==> src/rtl/mem_port_arbiter.sv <==
// mem_port_arbiter
//   Round-robin arbiter that shares one single-port SRAM-style memory port
//   between NUM_REQ requesters. Requests are granted combinationally in the
//   cycle they are presented. The index of each granted read is recorded in
//   a small FIFO so that in-order memory responses can be routed back to the
//   requester that issued them.
//
// Ports
//   clk_i, srst_i        clock, synchronous active-high reset
//   req_i/we_i           per-requester request and write enable
//   addr_i/wdata_i/strb_i packed per-requester request fields
//   gnt_o                one-hot grant (request accepted this cycle)
//   rvalid_o, rdata_o    one-hot read-response valid, shared read data
//   mem_*_o              request side of the memory port
//   mem_rvalid_i/rdata_i in-order read responses from memory
//   busy_o               a read is outstanding
//   err_o                sticky: a response arrived with no read outstanding
module mem_port_arbiter #(
    parameter int NUM_REQ         = 2,
    parameter int MEM_AW          = 12,
    parameter int MEM_DW          = 64,
    parameter int MAX_OUTSTANDING = 2
) (
    input  logic                        clk_i,
    input  logic                        srst_i,
    input  logic [NUM_REQ-1:0]          req_i,
    input  logic [NUM_REQ-1:0]          we_i,
    input  logic [NUM_REQ*MEM_AW-1:0]   addr_i,
    input  logic [NUM_REQ*MEM_DW-1:0]   wdata_i,
    input  logic [NUM_REQ*MEM_DW/8-1:0] strb_i,
    output logic [NUM_REQ-1:0]          gnt_o,
    output logic [NUM_REQ-1:0]          rvalid_o,
    output logic [MEM_DW-1:0]           rdata_o,
    output logic                        mem_req_o,
    output logic                        mem_we_o,
    output logic [MEM_AW-1:0]           mem_addr_o,
    output logic [MEM_DW-1:0]           mem_wdata_o,
    output logic [MEM_DW/8-1:0]         mem_strb_o,
    input  logic                        mem_rvalid_i,
    input  logic [MEM_DW-1:0]           mem_rdata_i,
    output logic                        busy_o,
    output logic                        err_o
);

    localparam int SW = MEM_DW / 8;
    localparam int IW = (NUM_REQ > 1) ? $clog2(NUM_REQ) : 1;
    localparam int PW = (MAX_OUTSTANDING > 1) ? $clog2(MAX_OUTSTANDING) : 1;
    localparam int CW = $clog2(MAX_OUTSTANDING + 1);

    logic [IW-1:0]      r_rr_ptr;
    logic [IW-1:0]      r_fifo [MAX_OUTSTANDING];
    logic [PW-1:0]      r_wptr;
    logic [PW-1:0]      r_rptr;
    logic [CW-1:0]      r_count;
    logic               r_err;

    logic               w_full;
    logic [NUM_REQ-1:0] w_elig;
    logic               w_found;
    logic [IW-1:0]      w_win;
    logic               w_push;
    logic               w_pop;
    logic [IW-1:0]      w_head;

    // Fullness looks only at the registered count, so a response arriving
    // this cycle cannot open a read slot combinationally.
    assign w_full = (r_count == CW'(MAX_OUTSTANDING));

    always_comb begin
        w_elig = '0;
        for (int k = 0; k < NUM_REQ; k++) begin
            w_elig[k] = !srst_i && req_i[k] && (we_i[k] || !w_full);
        end
    end

    // First eligible requester, searching upward from r_rr_ptr with wrap.
    always_comb begin
        int v_idx;
        w_found = 1'b0;
        w_win   = '0;
        v_idx   = 0;
        for (int i = 0; i < NUM_REQ; i++) begin
            v_idx = int'(r_rr_ptr) + i;
            if (v_idx >= NUM_REQ) v_idx = v_idx - NUM_REQ;
            if (!w_found && w_elig[v_idx]) begin
                w_found = 1'b1;
                w_win   = IW'(v_idx);
            end
        end
    end

    // Grant and memory-side mux; data outputs are zero when nothing wins.
    always_comb begin
        gnt_o       = '0;
        mem_req_o   = w_found;
        mem_we_o    = 1'b0;
        mem_addr_o  = '0;
        mem_wdata_o = '0;
        mem_strb_o  = '0;
        for (int k = 0; k < NUM_REQ; k++) begin
            if (w_found && (w_win == IW'(k))) begin
                gnt_o[k]    = 1'b1;
                mem_we_o    = we_i[k];
                mem_addr_o  = addr_i[k*MEM_AW +: MEM_AW];
                mem_wdata_o = wdata_i[k*MEM_DW +: MEM_DW];
                mem_strb_o  = strb_i[k*SW +: SW];
            end
        end
    end

    assign w_push = w_found && !mem_we_o;
    assign w_pop  = !srst_i && mem_rvalid_i && (r_count != '0);
    assign w_head = r_fifo[r_rptr];

    always_comb begin
        rvalid_o = '0;
        for (int k = 0; k < NUM_REQ; k++) begin
            rvalid_o[k] = w_pop && (w_head == IW'(k));
        end
    end

    assign rdata_o = mem_rdata_i;
    assign busy_o  = (r_count != '0);
    assign err_o   = r_err;

    always_ff @(posedge clk_i) begin
        if (srst_i) begin
            r_rr_ptr <= '0;
            r_wptr   <= '0;
            r_rptr   <= '0;
            r_count  <= '0;
            r_err    <= 1'b0;
        end else begin
            if (w_found) begin
                r_rr_ptr <= (w_win == IW'(NUM_REQ - 1)) ? '0 : w_win + 1'b1;
            end
            if (w_push) begin
                r_wptr <= (r_wptr == PW'(MAX_OUTSTANDING - 1)) ? '0 : r_wptr + 1'b1;
            end
            if (w_pop) begin
                r_rptr <= (r_rptr == PW'(MAX_OUTSTANDING - 1)) ? '0 : r_rptr + 1'b1;
            end
            case ({w_push, w_pop})
                2'b10:   r_count <= r_count + 1'b1;
                2'b01:   r_count <= r_count - 1'b1;
                default: r_count <= r_count;
            endcase
            // Response with nothing outstanding is dropped and flagged.
            if (mem_rvalid_i && (r_count == '0)) begin
                r_err <= 1'b1;
            end
        end
    end

    // Index storage needs no reset: entries are only read after a push.
    always_ff @(posedge clk_i) begin
        if (w_push) begin
            r_fifo[r_wptr] <= w_win;
        end
    end

endmodule

==> config.mk <==
export PLATFORM = sky130hd
export DESIGN_NAME = mem_port_arbiter
export DESIGN_NICKNAME = d
export VERILOG_FILES = /design/src/rtl/mem_port_arbiter.sv
export SDC_FILE = /design/constraint.sdc
export NUM_CORES = 1
export LEC_CHECK = 0
export CORE_AREA = 2 2 154 156
export CTS_BUF_LIST = sky130_fd_sc_hd__clkbuf_2 sky130_fd_sc_hd__clkbuf_4 sky130_fd_sc_hd__clkbuf_8
export DETAILED_ROUTE_END_ITERATION = 10
export DIE_AREA = 0 0 156 158
export PLACE_DENSITY_LB_ADDON = 0.08
export SLEW_MARGIN = 30
export SYNTH_ARGS = -nofsm -noshare
export SYNTH_HDL_FRONTEND = slang
export SYNTH_SLANG_ARGS = --single-unit
==> constraint.sdc <==
create_clock -name clk_i -period 1.9 [get_ports clk_i]
set_clock_uncertainty 0.2 [all_clocks]
set_input_delay 0.475 -clock clk_i [delete_from_list [all_inputs] [get_ports clk_i]]
set_output_delay 0.475 -clock clk_i [all_outputs]
set_load 0.01 [all_outputs]
==> impl_metrics.env <==
export IMPL_outcome="finished with violations"
export IMPL_violations="negative setup slack"
export IMPL_slew_headroom=0.793
export IMPL_multi_input_area_sq_um=1220
export IMPL_p_leak_nw=2.20
export IMPL_grt_setup_unrepaired="yes"
export IMPL_grt_usage=0.0933
export IMPL_layout_setup_ws_ps=-781
export IMPL_place_congestion=0.666
export IMPL_htreeDepth=1
export IMPL_synthCells=225
export IMPL_period_needed_ps=2680
export IMPL_critPathArrivalTime_ps=2010
export IMPL_finalInstanceArea_sq_um=5080
export IMPL_hpwl_microns=9450
export IMPL_switchingPower_w=0.000554
export IMPL_synth_top_family_by_area="compound AO/OA/AOI/OAI gates"
export IMPL_max_cap_viol_count=0
export IMPL_initial_utilization=0.0817
export IMPL_nets=715
export IMPL_seq_area_sq_um=209
export IMPL_cts_buffer_depth=2
export IMPL_min_period_over_period=1.41
export IMPL_ys_seq_elements=9
export IMPL_fmax_mhz=373
export IMPL_synth_seq_area_share=0.106
export IMPL_synth_cell_types=34
export IMPL_dr_pass1_iters=4
export IMPL_finalSetupTns_ps=-59360
export IMPL_rows=56
export IMPL_cp_max_fo=8
export IMPL_combPwrFrac=0.732
export IMPL_grt_overflow=0
export IMPL_port_buffers=266
export IMPL_wl_per_cell_microns=17.0
export IMPL_synth_area_sq_um=1880
export IMPL_vias=2744
export IMPL_seqPwrFrac=0.131
export IMPL_tightest_slew_ps=309
export IMPL_dieWidth_microns=156
export IMPL_syn_area_per_cell_sq_um=8.37
export IMPL_drive_gt1_frac=0.416
export IMPL_syn_nets=465
export IMPL_numCtsBuffers=3
export IMPL_grt_pass1_wl_microns=17300
export IMPL_p_per_area_nw_per_um2=347
export IMPL_cp_end_kind="output pin"
export IMPL_final_hold_viol_count=0
export IMPL_slew_viol_final=0
export IMPL_post_dp_cell_area_sq_um=4650
export IMPL_die_h_microns=158
export IMPL_ctsHoldBuffers=0
export IMPL_swShare=0.315
export IMPL_clk_latency_ps=230
export IMPL_die_area_sq_um=24600
export IMPL_cts_sinks=9
export IMPL_drc=0
export IMPL_cp_start_kind="flip-flop"
export IMPL_wirelength_microns=13000
export IMPL_drtIter0Drc=65
export IMPL_synthAdderAreaFrac=0.00664
export IMPL_clkPwrFrac=0.137
export IMPL_viasPerCell=3.59
export IMPL_synth_compound_area_frac=0.417
export IMPL_synth_area_mux_share=0.0113
export IMPL_ant_nets=0
export IMPL_fillCellCount=2545
export IMPL_ioPinCount=395
export IMPL_intPower_w=0.00121
export IMPL_cts_root_buf="clkbuf_8"
export IMPL_crit_type="reg -> out"
export IMPL_yosys_warnings=0
export IMPL_final_setup_viol_count=91
export IMPL_required_ps=1220
export IMPL_grt_max_degree=19
export IMPL_core_area_sq_um=23100
export IMPL_synth_xor_xnor_area_share=0.0139
export IMPL_hold_path_class="reg -> reg"
export IMPL_antenna_found_initial=1
export IMPL_clk_pin_slew_ps=50
export IMPL_ir_worst_vdd_mv=0.297
export IMPL_grt_pass1_vias=2803
export IMPL_cts_tree="built"
export IMPL_synth_simple_area_share=0.112
export IMPL_n_antenna_cell=0
export IMPL_area_delta_synth_final_pct=169
-- cell usage in the layout (no fill, tap or decap), drive strengths merged, types with 3 or more instances in the layout --
cell / n
a22o: 84
nor3b: 4
nand2: 5
clkbuf: 6
dfxtp: 7
buf: 157
clkdlybuf4s50: 169
nor2b: 3
nor2: 11
inv: 3
-- critical path, cell delays in order, from the launching register on --
cell	delay [ps]
dfxtp_2	320
nor3b_4	150
buf_4	130
nor4b_4	300
nor2_4	80
buf_12	160
buf_12	140
buf_16	140
a22o_1	200
buf_2	140
-- logic make-up after synthesis --
group,count (synthesis)
and+or+nand+nor,32
DFF,9
adders and majority gates,1
muxes,2
xor gates and xnor gates,3
AOI/OAI and AO/OA,91
buffers and inverters,87
-- power groups by stage --
stage	sequential (W)	clock [W]	combinational (W)
floorplan	0.000228	0	0.000518
global placement	0.000233	0	0.00117
detailed placement	0.000232	0	0.00116
CTS	0.000231	0.000254	0.00127
global route	0.000234	0.000264	0.00138
finish	0.000231	0.000241	0.00129
-- cells in the mapped netlist --
cell	n	area [sq um]
ha_1	1	12.5
nor2_4	1	11.3
dfxtp_1	7	140
buf_2	9	45.0
edfxtp_1	2	60.1
a32o_1	1	10.0
a21oi_1	2	10.0
o21ai_2	1	8.76
mux2_2	1	11.3
and2_1	1	6.26
nor3_1	2	10.0
xor2_1	2	17.5
nor2b_1	3	18.8
nand2b_1	2	12.5
mux2i_1	1	10.0
nor4b_4	1	23.8
nor3b_1	2	15.0
or3_1	1	6.26
o32ai_1	1	8.76
buf_4	65	488
nand2_1	5	18.8
buf_6	6	67.6
clkbuf_1	4	15.0
nor2_2	1	6.26
or2_2	1	6.26
a22o_1	84	736
or3b_4	1	11.3
nor2_1	9	33.8
nor3b_2	1	12.5
o21ai_0	1	5.00
inv_1	3	11.3
a211oi_1	1	7.51
xnor2_1	1	8.76
nor3b_4	1	18.8
-- metrics by stage --
| stage | setup slack (ps) | hold WS, ps | utilization | power [W] | instances |
|---|---|---|---|---|---|
| after floorplan | -229 | 272 | - | 0.000747 | 225 |
| after global placement | -1450 | 258 | 0.202 | 0.00140 | 728 |
| after detailed placement | -1480 | 274 | 0.202 | 0.00140 | 728 |
| after CTS | -856 | 285 | 0.216 | 0.00176 | 763 |
| after global routing | -866 | 327 | 0.220 | 0.00188 | 764 |
| final | -781 | 278 | 0.220 | 0.00176 | 764 |
-- timing repair --
item                       CTS  global route
gates cloned                 8             2
setup endpoints to repair   99            97
buffers inserted            25             3
resized for setup          462            20
pin swaps                   52            19
-- routing by layer --
layer | vias to the layer above | track usage | part of all wire
li1 | 1293 | - | -
met2 | 179 | 0.171 | 0.50
met3 | 16 | 0.0386 | 0.11
met4 | 2 | 0.0100 | 0.0058
met1 | 1254 | 0.105 | 0.37
met5 | - | 0 | 0.0010
-- worst paths after layout --
kind	startpoint	end	slack, ps	cells after the start
hold / removal	err_o	err_o	280	2
setup / recovery	r_count[1]	mem_wdata_o[30]	-780	9
hold reg to reg	err_o	err_o	280	2
setup reg to reg	r_count[0]	r_count[1]	-170	11
-- layout make-up --
| class | instances | share of cell area |
|---|---|---|
| Multi-Input combinational cell | 129 | 0.241 |
| Sequential cell | 9 | 0.0412 |
| Clock buffer | 4 | 0.00961 |
| Inverter | 3 | 0.00222 |
| Timing Repair Buffer | 329 | 0.634 |
| Tap cell | 290 | 0.0715 |
Note: power is estimated with default switching activity, not from simulation.
